<file path="src/rtl/pla_sync_array_pkg.sv">
// Shared types, pair encodings and width helpers for the programmable logic array.
package pla_pkg;

  typedef enum logic [1:0] {SEL_AND, SEL_OR, SEL_POL, SEL_RSV} cfg_sel_e;
  typedef enum logic [1:0] {RUN, DRAIN, SWAP} state_e;

  localparam logic [1:0] PAIR_DC   = 2'b00;
  localparam logic [1:0] PAIR_T    = 2'b01;
  localparam logic [1:0] PAIR_C    = 2'b10;
  localparam logic [1:0] PAIR_ZERO = 2'b11;

  function automatic int max3(input int a, input int b, input int c);
    int m;
    m = (a > b) ? a : b;
    return (m > c) ? m : c;
  endfunction

  function automatic int cfg_w(input int n_in, input int n_term, input int n_out);
    return max3(2 * n_in, n_term, n_out);
  endfunction

  function automatic int addr_w(input int n_term, input int n_out);
    return $clog2(max3(n_term, n_out, 2));
  endfunction

endpackage

</file>
<file path="src/rtl/pla_sync_array_if.sv">
// Sample stream and configuration port bundle of the PLA.
interface pla_sync_array_if
  import pla_pkg::*;
#(
  parameter int N_IN   = 8,
  parameter int N_TERM = 16,
  parameter int N_OUT  = 3
) ();
  localparam int CW = cfg_w(N_IN, N_TERM, N_OUT);
  localparam int AW = addr_w(N_TERM, N_OUT);

  logic [N_IN-1:0]  in_vec;
  logic             in_valid;
  logic             in_ready;
  logic [N_OUT-1:0] out_vec;
  logic             out_valid;
  logic             cfg_we;
  logic [1:0]       cfg_sel;
  logic [AW-1:0]    cfg_addr;
  logic [CW-1:0]    cfg_data;
  logic             cfg_commit;
  logic             cfg_done;

  modport master (
    output in_vec, in_valid, cfg_we, cfg_sel, cfg_addr, cfg_data, cfg_commit,
    input  in_ready, out_vec, out_valid, cfg_done
  );

  modport slave (
    input  in_vec, in_valid, cfg_we, cfg_sel, cfg_addr, cfg_data, cfg_commit,
    output in_ready, out_vec, out_valid, cfg_done
  );
endinterface

</file>
<file path="src/rtl/pla_sync_array_and_term.sv">
// One AND-plane row: two enable bits per input select true/complement literal.
module pla_and_term
  import pla_pkg::*;
#(
  parameter int N_IN = 8
) (
  input  logic [2*N_IN-1:0] row_i,
  input  logic [N_IN-1:0]   in_i,
  output logic              term_o
);
  always_comb begin
    term_o = 1'b1;
    for (int i = 0; i < N_IN; i++) begin
      case (row_i[2*i +: 2])
        PAIR_T:    if (!in_i[i]) term_o = 1'b0;
        PAIR_C:    if (in_i[i])  term_o = 1'b0;
        PAIR_ZERO: term_o = 1'b0;
        default:   ;
      endcase
    end
  end
endmodule

</file>
<file path="src/rtl/pla_sync_array.sv">
// Two-stage PLA (AND plane -> OR plane + polarity) with shadow config swapped in
// only once the pipeline is empty.
module pla_sync_array
  import pla_pkg::*;
#(
  parameter int N_IN   = 8,
  parameter int N_TERM = 16,
  parameter int N_OUT  = 3
) (
  input logic             clk,
  input logic             rst,
  pla_sync_array_if.slave bus
);
  localparam int AW     = addr_w(N_TERM, N_OUT);
  localparam int STAGES = 2;

  logic [N_TERM-1:0][2*N_IN-1:0] and_sh_q, and_act_q;
  logic [N_OUT-1:0][N_TERM-1:0]  or_sh_q, or_act_q;
  logic [N_OUT-1:0]              pol_sh_q, pol_act_q;

  state_e            state_q;
  logic              cfg_done_q;
  logic [STAGES:1]   vld_pipe_q;
  logic [N_TERM-1:0] term, term_q;
  logic [N_OUT-1:0]  out_d, out_vec_q;
  logic              accept, v1_d, ov_d;

  assign bus.in_ready  = (state_q == RUN);
  assign bus.out_vec   = out_vec_q;
  assign bus.out_valid = vld_pipe_q[2];
  assign bus.cfg_done  = cfg_done_q;

  assign accept = bus.in_valid && bus.in_ready;
  assign v1_d   = accept;
  assign ov_d   = vld_pipe_q[1];

  // Shadow rows; the polarity vector is a single row living at address 0.
  always_ff @(posedge clk) begin
    if (rst) begin
      and_sh_q <= '0;
      or_sh_q  <= '0;
      pol_sh_q <= '0;
    end else if (bus.cfg_we) begin
      case (cfg_sel_e'(bus.cfg_sel))
        SEL_AND:
          for (int t = 0; t < N_TERM; t++)
            if (bus.cfg_addr == AW'(t)) and_sh_q[t] <= bus.cfg_data[2*N_IN-1:0];
        SEL_OR:
          for (int o = 0; o < N_OUT; o++)
            if (bus.cfg_addr == AW'(o)) or_sh_q[o] <= bus.cfg_data[N_TERM-1:0];
        SEL_POL:
          if (bus.cfg_addr == '0) pol_sh_q <= bus.cfg_data[N_OUT-1:0];
        default: ;
      endcase
    end
  end

  // Non-blocking copy picks up the pre-write shadow when a write lands in SWAP.
  always_ff @(posedge clk) begin
    if (rst) begin
      and_act_q <= '0;
      or_act_q  <= '0;
      pol_act_q <= '0;
    end else if (state_q == SWAP) begin
      and_act_q <= and_sh_q;
      or_act_q  <= or_sh_q;
      pol_act_q <= pol_sh_q;
    end
  end

  // Leave DRAIN as soon as both stages will be empty next cycle.
  always_ff @(posedge clk) begin
    if (rst) begin
      state_q    <= RUN;
      cfg_done_q <= 1'b0;
    end else begin
      cfg_done_q <= 1'b0;
      case (state_q)
        RUN:   if (bus.cfg_commit) state_q <= DRAIN;
        DRAIN: if (!(v1_d || ov_d)) begin
                 state_q    <= SWAP;
                 cfg_done_q <= 1'b1;
               end
        SWAP:  state_q <= RUN;
        default: state_q <= RUN;
      endcase
    end
  end

  for (genvar t = 0; t < N_TERM; t++) begin : g_term
    pla_and_term #(.N_IN(N_IN)) u_term (
      .row_i  (and_act_q[t]),
      .in_i   (bus.in_vec),
      .term_o (term[t])
    );
  end

  always_comb begin
    out_d = '0;
    for (int o = 0; o < N_OUT; o++)
      out_d[o] = (|(term_q & or_act_q[o])) ^ pol_act_q[o];
  end

  always_ff @(posedge clk) begin
    if (rst) begin
      vld_pipe_q <= '0;
      term_q     <= '0;
      out_vec_q  <= '0;
    end else begin
      vld_pipe_q <= {vld_pipe_q[1], v1_d};
      if (accept)        term_q    <= term;
      if (vld_pipe_q[1]) out_vec_q <= out_d;
    end
  end
endmodule

</file>
<file path="src/flat_wrapper.sv">
// flat-port wrapper written by rule: the top's interface ports become plain ports
module pla_sync_array_flat import pla_pkg::*;
#(
  parameter int N_IN   = 8,
  parameter int N_TERM = 16,
  parameter int N_OUT  = 3
)
  (clk, rst, bus_in_vec, bus_in_valid, bus_cfg_we, bus_cfg_sel, bus_cfg_addr, bus_cfg_data, bus_cfg_commit, bus_in_ready, bus_out_vec, bus_out_valid, bus_cfg_done);
  pla_sync_array_if #(.N_IN(N_IN), .N_TERM(N_TERM), .N_OUT(N_OUT)) bus_i ();
  input logic clk;
  input logic rst;
  input wire logic [$bits(bus_i.in_vec)-1:0] bus_in_vec;
  input wire logic [$bits(bus_i.in_valid)-1:0] bus_in_valid;
  input wire logic [$bits(bus_i.cfg_we)-1:0] bus_cfg_we;
  input wire logic [$bits(bus_i.cfg_sel)-1:0] bus_cfg_sel;
  input wire logic [$bits(bus_i.cfg_addr)-1:0] bus_cfg_addr;
  input wire logic [$bits(bus_i.cfg_data)-1:0] bus_cfg_data;
  input wire logic [$bits(bus_i.cfg_commit)-1:0] bus_cfg_commit;
  output wire logic [$bits(bus_i.in_ready)-1:0] bus_in_ready;
  output wire logic [$bits(bus_i.out_vec)-1:0] bus_out_vec;
  output wire logic [$bits(bus_i.out_valid)-1:0] bus_out_valid;
  output wire logic [$bits(bus_i.cfg_done)-1:0] bus_cfg_done;
  assign bus_i.in_vec = bus_in_vec;
  assign bus_i.in_valid = bus_in_valid;
  assign bus_i.cfg_we = bus_cfg_we;
  assign bus_i.cfg_sel = bus_cfg_sel;
  assign bus_i.cfg_addr = bus_cfg_addr;
  assign bus_i.cfg_data = bus_cfg_data;
  assign bus_i.cfg_commit = bus_cfg_commit;
  assign bus_in_ready = bus_i.in_ready;
  assign bus_out_vec = bus_i.out_vec;
  assign bus_out_valid = bus_i.out_valid;
  assign bus_cfg_done = bus_i.cfg_done;
  pla_sync_array #(.N_IN(N_IN), .N_TERM(N_TERM), .N_OUT(N_OUT)) u_core (.clk(clk), .rst(rst), .bus(bus_i));
endmodule
</file>
<file path="config.mk">
export PLATFORM = sky130hd
export DESIGN_NAME = pla_sync_array_flat
export DESIGN_NICKNAME = d
export VERILOG_FILES = /design/src/rtl/pla_sync_array_pkg.sv /design/src/rtl/pla_sync_array_if.sv /design/src/rtl/pla_sync_array_and_term.sv /design/src/rtl/pla_sync_array.sv /design/src/flat_wrapper.sv
export SDC_FILE = /design/constraint.sdc
export NUM_CORES = 1
export LEC_CHECK = 0
export BUFFER_PORTS_ARGS = -buffer_cell sky130_fd_sc_hd__buf_2
export CAP_MARGIN = 20
export CORE_MARGIN = 5
export CORE_UTILIZATION = 45
export DETAILED_ROUTE_END_ITERATION = 16
export PLACE_DENSITY = 0.69
export SYNTH_ARGS = -nofsm -noshare
export SYNTH_HDL_FRONTEND = slang
export SYNTH_SLANG_ARGS = --single-unit
</file>
<file path="constraint.sdc">
create_clock -name clk -period 1.4 [get_ports clk]
set_input_delay 0.07 -clock clk [delete_from_list [all_inputs] [get_ports clk]]
set_output_delay 0.07 -clock clk [all_outputs]
set_load 0.005 [all_outputs]
</file>
Yosys cells after proc, flatten, opt, wreduce, memory -nomap -nowiden:

Cells that the tools add are included.

* output and inout bits: 6
* register bits: 638
* input port bits: 35
* word-level logic and storage cells: 845

* bitwise gates (word level): 7
* mux-type cells: 358
* eq/ne operators: 405
* reductions and logical operators: 30

Operators by type and width (count)
* $eq 2x2->1 const B: 258
* $pmux 1 s3: 128
* $eq 2x1->1 const B: 130
* $mux 1: 227
* $reduce_and 3->1: 20
* $and 16x16->16: 3
* $reduce_or 16->1: 3
* $eq 4x4->1 const B: 8
* $eq 4x3->1 const B: 4
* $eq 4x2->1 const B: 2
* $eq 4x1->1 const B: 1
* $logic_not 2->1: 2
* $logic_not 4->1: 1
* $mux 2: 2
* $ne 2x2->1 const B: 2
* $pmux 2 s2: 1
* $xor 1x1->1: 3
* $reduce_and 2->1: 1
* $reduce_or 2->1: 1
* $logic_and 1x1->1: 1
* $logic_or 1x1->1: 1
* $not 1->1: 1

Longest topological paths before layout:

Gate-level depths: netlist of the first run.

* depth in word-level cells: 16
* mapped depth: 7
* mapped depth without buffers: 5

By module:

From an unflattened synthesis of the first run, not the netlist that was laid out.

* cells, all modules: 3031
* area, all modules: 23816.6 um^2

By module, submodules not included
* pla_sync_array: area each 22275.1 um^2, times used 1, cells an instance 2855
* pla_and_term: area each 96.3 um^2, times used 16, cells an instance 11

Worst setup path after synthesis of the first run:

Ideal clock, no wire load.

* path kind: register -> register
* from: reg u_core.state_q[1]
* to: reg u_core.and_act_q[17] in the netlist's numbering
* period minus slack after synthesis: 1478 ps
* slack: -78 ps
* required time: 1330 ps
* arrival: 1407 ps
* stages on the path, launching flop included: 7
* cells stage by stage: dfxtp_1 > nor2b_1 > buf_2 > clkbuf_1 > buf_1 > nand2_1 > a21oi_1

* word-level cells in the longest chain between the ends: 1

RTL lines
* start, declared: line pla_sync_array.sv:21 `state_e state_q;`
* start signal, assigned: line pla_sync_array.sv:74 `state_q <= RUN;`
* start signal, assigned: line pla_sync_array.sv:79 `RUN: if (bus.cfg_commit) state_q <= DRAIN;`
* start signal, assigned: line pla_sync_array.sv:81 `state_q <= SWAP;`
* $eq 2x2->1: line pla_sync_array.sv:64 `end else if (state_q == SWAP) begin`
* end signal, assigned: line pla_sync_array.sv:65 `and_act_q <= and_sh_q;`
* end, declared: line pla_sync_array.sv:17 `logic [N_TERM-1:0][2*N_IN-1:0] and_sh_q, and_act_q;`

No other way between the ends.
A chain may end at the register's enable or synchronous reset.

Final worst setup path of the first run:

* from: reg u_core.or_act_q[31] in the netlist's numbering
* to: reg u_core.out_vec_q[1] (netlist: u_core.bus.out_vec[1])

* word-level cells in the longest chain between the ends: 3

RTL lines
* start, declared: line pla_sync_array.sv:18 `logic [N_OUT-1:0][N_TERM-1:0] or_sh_q, or_act_q;`
* start signal, assigned: line pla_sync_array.sv:66 `or_act_q <= or_sh_q;`
* $and 16x16->16: line pla_sync_array.sv:101 `out_d[o] = (|(term_q & or_act_q[o])) ^ pol_act_q[o];`
* $reduce_or 16->1: line pla_sync_array.sv:101
* $xor 1x1->1: line pla_sync_array.sv:101
* end signal, assigned: line pla_sync_array.sv:112 `if (vld_pipe_q[1]) out_vec_q <= out_d;`
* end, declared: line pla_sync_array.sv:25 `logic [N_OUT-1:0] out_d, out_vec_q;`

No other way between the ends.

==> qor.txt, run 1 <==
RSZ-0062 raised after global routing - true
Congestion Overflow GR - 0
Synth Cell Area - 23800 um2
Largest net degree at the start of global routing - 105
Site Rows - 84
Io pins - 41
VDD IR-drop max - 0.950 mV
DR iter-0 viols - 2643
Slew margin rel. - 28.1%
Setup ws final - -234 ps
Clock power share - 43.9%
Drt pass-1 iters - 7
Final Hold Fails - 0
Hold/Removal Path Class - input pin to register
Clk_skew - 15.3 ps
Sw Pwr - 9.13 mW
Worst Path Buf+Inv - 0
Crit path capture type - register
FF-to-FF setup slack - -230 ps
CTS max path bufs - 3
Net Sw Frac - 23.6%
Area of the multi-input gates - 12700 um2
CP required - 1900 ps
Detail Route Antenna Nets - 0
Fill cell count - 3780
HPWL after DPL - 42.9 mm
Max Slew Vio Count - 0
Largest stage delay on the critical path - 330 ps
CTS sink count - 638
CTS tree - done
Max Cap Violations - 0
Port Buffers - 40
Synth area leader - dfxtp_1
Area occupied by registers - 12800 um2
Max H-tree Level - 2
Most used cells in the layout excluding fill and tap cells - 924 x nand2_1, 630 x dfxtp_1, 373 x a21oi_1
Setup tns final - -22220 ps
Maximum clock frequency - 612 MHz
Endpoints failing setup - 312
Average size of a mapped cell - 7.96 um2
Area Growth Syn to Fin - 40.4%
Tcrit/Tclk final - 117%
Kind of critical path - register to register
Int Power - 29.5 mW
Die W - 240 um
Synth top area share - 53.6%
Largest cells by area after synthesis - dfxtp_1 54%, nand2_1 18%, a21oi_1 12%
Synth Register Bits - 638
Die area - 57700 um2
Global-route wire length before repair - 115 mm
Clock Latency Late Sink - 630 ps
Syn Inst Count - 2995
Post-synthesis net count - 3030
Routability cong. - 0.863
Clk slew on worst S/H paths - 60 ps
Logic pwr share - 8.6%
Violated checks - setup timing
Via-to-Cell Ratio - 5.87
Core area - 52600 um2
Post-synthesis cell type count - 27
Most common cell after layout, fill and taps aside - nand2_1
Critical-path cell list - a22o_1 > a221oi_2 > nand4_1 > nor4bb_1 > or3_1
TritonCTS Buffers - 61
CP Data Arrival Time - 2130 ps
Wire per inst - 22.5 um
Total Nets Final - 3213
CP max-delay cell - dfxtp_1
Routed wire length - 88.1 mm
Clock Root Buffer - clkbuf_16
CP top delay family - simple AND/OR/NAND/NOR gates
Leak - 13.1 nW
Fin crit period - 1630 ps
Slew @ Worst Pin - 1070 ps
Die Ht - 240 um
Sequential power share - 47.5%
Crit-path max FO - 2
# DRC - 0
Post-Layout Cell Count - 3916
YS warnings - 0
PwrDens - 1150 nW/um2
Fraction of layout cells with a size suffix above 1 - 29.0%
All-Layer GR Usage - 25.5%
Status - finished with violations
Hold_ws - 8.17 ps
Total vias in the final route - 23000
Crit path launch type - register
Initial Util - 45.4%
Initial antenna violation count - 2
Post-placement cell count - 3680
Sequential element share of the synthesized area - 53.6%
Number of global-route vias before repair - 20500
==> final timing paths <==
path | start | endpoint | depth (start not counted)
max | u_core.or_act_q[31]$_SDFFE_PP0N_ | u_core.bus.out_vec[1]$_SDFFE_PP0P_ | 5
min | rst | u_core.bus.out_vec[2]$_SDFFE_PP0P_ | 3
min reg2reg | u_core.and_sh_q[47]$_SDFFE_PP0P_ | u_core.and_act_q[47]$_SDFFE_PP0N_ | 2
max reg2reg | u_core.or_act_q[31]$_SDFFE_PP0N_ | u_core.bus.out_vec[1]$_SDFFE_PP0P_ | 5
==> flip-flops by register name, summed over array words and instances, names as in the netlist <==
| name | flops |
|---|---|
| u_core.pol_act_q | 3 |
| u_core.and_sh_q | 256 |
| u_core.state_q | 2 |
| u_core.term_q | 16 |
| u_core.and_act_q | 256 |
| u_core.bus.out_vec | 3 |
| u_core.bus.cfg_done | 1 |
| u_core.vld_pipe_q | 2 |
| u_core.or_act_q | 48 |
| u_core.or_sh_q | 48 |
| u_core.pol_sh_q | 3 |
==> logic make-up (layout without fill, tap and decap cells) <==
| group | after synthesis | after routing | synth area share [%] |
|---|---|---|---|
| and+or+nand+nor | 1342 | 1342 | 22.3 |
| DFF | 638 | 638 | 53.6 |
| AOI/OAI and AO/OA | 619 | 619 | 13.4 |
| buffers and inverters | 232 | 462 | 3.87 |
| muxes | 164 | 164 | 6.89 |
| other | 0 | 3 | 0 |
==> metrics by stage <==
stage | setup slack, ps | utilization [%] | instance area [um2] | power (mW)
CTS | -168 | 56.7 | 29800 | 37.9
finish | -234 | 63.7 | 33500 | 38.6
global route | -278 | 63.7 | 33500 | 39.5
detailed placement | -377 | 50.1 | 26300 | 20.9
floorplan | -67.8 | - | 24000 | 19.6
global placement | -403 | 50.1 | 26300 | 20.9
==> worst register-to-register path, cell delays in order, from the launching register on <==
cell and delay, ps:
dfxtp_1 330, a22o_1 240, a221oi_2 240, nand4_1 180, nor4bb_1 190, or3_1 330
==> cell usage after synthesis <==
| cell type | instances |
|---|---|
| mux2i_1 | 164 |
| or3_1 | 3 |
| dfxtp_1 | 638 |
| buf_2 | 30 |
| nor4b_1 | 2 |
| nor3_1 | 20 |
| a22o_1 | 12 |
| nor3_4 | 1 |
| buf_1 | 5 |
| buf_6 | 2 |
| nor4bb_1 | 3 |
| clkbuf_1 | 195 |
| nor2_2 | 4 |
| a21oi_1 | 595 |
| nand3_1 | 21 |
| nand2_4 | 2 |
| nor3b_1 | 3 |
| nor2_1 | 67 |
| a221oi_1 | 12 |
| nand4_1 | 36 |
| nand2_1 | 1164 |
| and3_1 | 1 |
| nor2b_1 | 7 |
| and2_1 | 3 |
| or2_1 | 1 |
| nand2b_1 | 3 |
| nor3b_2 | 1 |
==> area by class of cell <==
class	instances	share of cell area, %
Clock inverter	14	0.553
Sequential cell	638	38.2
Clock buffer	96	5.62
Timing Repair Buffer	352	15.1
Antenna cell	3	0.0224
Tap cell	688	2.57
Multi-Input combinational cell	2125	37.9
==> power groups by stage <==
stage | sequential (mW) | clock [mW] | combinational, mW
finish | 18.4 | 16.9 | 3.33
global route | 18.3 | 17.8 | 3.36
CTS | 18.3 | 17.0 | 2.54
detailed placement | 18.7 | 0 | 2.13
global placement | 18.7 | 0 | 2.12
floorplan | 18.7 | 0 | 0.930
==> per-layer routing <==
layer | vias up | part of all wire [%] | track usage (%)
met1 | 11000 | 37 | 32.9
met2 | 1279 | 46 | 41.6
met3 | 442 | 9.2 | 4.67
met4 | 2 | 7.3 | 12.1
li1 | 10300 | - | -
met5 | - | 0.023 | 0
==> repair_timing <==
| action | in CTS | in global routing |
|---|---|---|
| hold endpoints to repair | 281 | 2 |
| setup endpoints to repair | 214 | 258 |
| hold buffers | 22 | 1 |
| resized for setup | 95 | 678 |
| cloned | 22 | 47 |
| setup buffers | 21 | 17 |
| pin swaps | 14 | 329 |
Note: power is estimated with default switching activity, not from simulation.
==> run 2, diff against run 1 <==
--- a/config.mk
+++ b/config.mk
@@ -9,8 +9,11 @@
 export CAP_MARGIN = 20
 export CORE_MARGIN = 5
 export CORE_UTILIZATION = 45
+export CTS_BUF_LIST = sky130_fd_sc_hd__clkbuf_4
+export CTS_CLUSTER_DIAMETER = 40
 export DETAILED_ROUTE_END_ITERATION = 16
 export PLACE_DENSITY = 0.69
 export SYNTH_ARGS = -nofsm -noshare
 export SYNTH_HDL_FRONTEND = slang
+export SYNTH_HIERARCHICAL = 1
 export SYNTH_SLANG_ARGS = --single-unit
==> run 2 against run 1 <==
  * The flow finishes with violations (hold timing, setup timing)
  * Clock skew rose by 43 ps
  * Global-route usage fell by 0.54 points
  * Critical path type is now register to output port
  * Utilization fell by 3.3 points
==> qor.txt, run 2 <==
Endpoints failing setup - 303 (-2.9%)
Largest cells by area after synthesis - dfxtp_1 54%, nand2_1 20%, a21oi_1 13%
Met3 routed WL - 8.11 mm (-0.38%)
Clk_skew - 58.7 ps (+43.4 ps)
Initial antenna violation count - 4 (+2)
Clock Latency Late Sink - 1020 ps (+390 ps)
Detail Route Antenna Nets - 0 (unchanged)
Hold/Removal Path Class - input pin to register
Die area - 57600 um2 (about the same)
Largest net degree at the start of global routing - 109 (+3.8%)
Sw Pwr - 9.20 mW (+0.79%)
Logic pwr share - 7.6% (-1.0 points)
Via-to-Cell Ratio - 5.59 (-4.8%)
Slew @ Worst Pin - 730 ps (-344 ps)
Design area - 31600 um2 (-5.4%)
Fraction of layout cells with a size suffix above 1 - 22.9% (-6.1 points)
Leak - 11.4 nW (-13%)
Kind of critical path - register to output port
Synth area leader - dfxtp_1
Post-placement cell count - 3712 (+0.87%)
Drt pass-1 iters - 6 (-1)
Predominant post-synthesis flop cell - dfxtp_1
YS warnings - 6 (+6)
Post-placement cell area - 26300 um2 (about the same)
Crit path capture type - output port
# DRC - 0 (unchanged)
Sequential power share - 49.5% (+2.0 points)
Most used cells in the layout excluding fill and tap cells - 1176 x nand2_1, 624 x dfxtp_1, 498 x a21oi_1
All-Layer GR Usage - 25.0% (-0.54 points)
VDD IR-drop max - 0.773 mV (-19%)
Average size of a mapped cell - 7.86 um2 (-1.3%)
Most numerous cell in the Yosys netlist - nand2_1
Post-synthesis cell type count - 28 (+3.7%)
Crit-path max FO - 2 (unchanged)
Sequential element share of the synthesized area - 53.6% (about the same)
Die Ht - 240 um (about the same)
Number of global-route vias before repair - 20900 (+2.1%)
Async set-reset flop share out of synthesis - 0% (unchanged)
Clock power share - 42.9% (-1.0 points)
Commonest cells post-synth - 1243 x nand2_1, 638 x dfxtp_1, 627 x a21oi_1
Most common cell after layout, fill and taps aside - nand2_1
DR iter-0 viols - 2300 (-13%)
RSZ-0062 raised after global routing - true
CTS tree - done
Maximum clock frequency - 590 MHz (-3.7%)
CTS sink count - 638 (unchanged)
Largest regs - u_core/and_act_q: 256 flops, u_core/and_sh_q: 256 flops
HPWL after DPL - 43.7 mm (+1.8%)
Utilization after layout - 60.3% (-3.3 points)
Synth top area share - 53.6% (about the same)
Hold_ws - -47.2 ps (-55.4 ps)
Core area - 52400 um2 (-0.20%)
Synth Cell Area - 23800 um2 (about the same)
Site Rows - 84 (unchanged)
Int Power - 27.9 mW (-5.5%)
Congestion Overflow GR - 0 (unchanged)
Clk slew on worst S/H paths - 60 ps (about the same)
Post-synthesis net count - 3066 (+1.2%)
Final Hold Fails - 8 (+8)
CTS max path bufs - 3 (unchanged)
Port Buffers - 40 (unchanged)
Total vias in the final route - 23100 (+0.48%)
Max layer used - met5
Clock Root Buffer - clkbuf_4
Post-Layout Cell Count - 4135 (+5.6%)
Net Sw Frac - 24.8% (+1.2 points)
Die W - 240 um (about the same)
Synth Register Bits - 638 (unchanged)
Global-route wire length before repair - 113 mm (-1.6%)
CP Data Arrival Time - 1630 ps (-500 ps)
Routability cong. - 0.862 (about the same)
EDFF count, synth - 0 (unchanged)
Area Growth Syn to Fin - 32.8%
Wire per inst - 19.8 um (-12%)
TritonCTS Buffers - 162 (+170%)
Slew margin rel. - 51.1% (+23 points)
Max H-tree Level - 4 (+2)
Initial Util - 45.4% (+0.055 points)
CP required - 1330 ps (-570 ps)
PwrDens - 1170 nW/um2 (+1.5%)
Total Nets Final - 3372 (+4.9%)
DRT met1 WL - 31.4 mm (-4.4%)
Status - finished with violations
Routed wire length - 82.1 mm (-6.8%)
Io pins - 41 (unchanged)
Max Slew Vio Count - 0 (unchanged)
Max Cap Violations - 0 (unchanged)
Violated checks - hold timing, setup timing
Met2 wire len - 38.1 mm (-6.2%)
Tcrit/Tclk final - 121% (+4.4 points)
Syn Inst Count - 3031 (+1.2%)
Crit path launch type - register
Setup ws final - -296 ps (-62.0 ps)
Fin crit period - 1700 ps (+62.0 ps)
run 2: cell types whose count changed after synthesis, moves of 4 or more:
cell,before,now
nor3_2,0,4
clkbuf_1,195,181
nand3_1,21,37
buf_4,0,4
nand2_1,1164,1243
a21oi_1,595,627
buf_2,30,26
nor3_1,20,4
buf_1,5,10
mux2i_1,164,132
nor2_2,4,0
nor2_1,67,35
run 2: worst paths after layout:
kind,startpoint,cells after the start,slack [ps],end
hold reg to reg,u_core/and_sh_q[95]$_SDFFE_PP0P_,2,430,u_core/and_act_q[95]$_SDFFE_PP0N_
setup / recovery,u_core/state_q[1]$_SDFFE_PP0P_,3,-300,bus_in_ready
setup reg to reg,u_core/state_q[0]$_SDFFE_PP0P_,8,-230,u_core/and_act_q[67]$_SDFFE_PP0N_
hold / removal,bus_cfg_sel[1],8,-50,u_core/and_sh_q[112]$_SDFFE_PP0P_
run 2: cell type report:
cell class	count	area (um2)
tap	688	861
antenna	5	12.5
multi-input combinational	2171	10900
clock inverter	37	278
sequential	638	12800
fill	4267	20800
clock buffer	232	1740
timing repair buffer	364	5020
run 2: cell families after synthesis:
logic type      after synthesis  share of synthesized area (%)
compound gates              651                           14.1
simple gates               1388                           23.1
buf+inv                     222                           3.70
flops                       638                           53.6
mux                         132                           5.55
run 2: metal layers:
metal,up-vias,global-route usage (%)
li1,10700,-
met1,11000,32.2
met2,1147,40.1
met3,307,5.83
met4,2,11.2
met5,-,0
run 2: power by group through the flow:
stage / Sequential [mW] / Combinational (mW) / Clock [mW]
after CTS: 18.3 / 2.21 / 16.1
after floorplan: 18.7 / 0.829 / 0
after global routing: 18.3 / 2.87 / 17.2
after detailed placement: 18.7 / 1.96 / 0
final: 18.3 / 2.81 / 15.9
after global placement: 18.7 / 1.96 / 0
run 2: metrics by stage:
| stage | total power, mW | setup WS (ps) | setup TNS [ps] |
|---|---|---|---|
| 2_1_floorplan | 19.5 | -46.3 | -6460 |
| 3_3_place_gp | 20.7 | -253 | -32630 |
| 3_5_place_dp | 20.7 | -263 | -36700 |
| 4_1_cts | 36.7 | -375 | -9810 |
| 5_1_grt | 38.4 | -417 | -47380 |
| 6_report | 37.1 | -296 | -34380 |
run 2: timing repair:
item                                   in CTS  in global routing
pin swaps                                  52                 81
setup endpoints to repair                  51                267
gates cloned                               11                 46
endpoints found under the hold margin     638                 36
gates resized for setup                    36                269
buffers inserted                            7                 36
hold buffers                               52                  2
run 2: worst max-delay path, stage by stage, from the launching register on:
cell and delay [ps]:
dfxtp_2 320, buf_6 120, nor2_4 80, buf_2 120
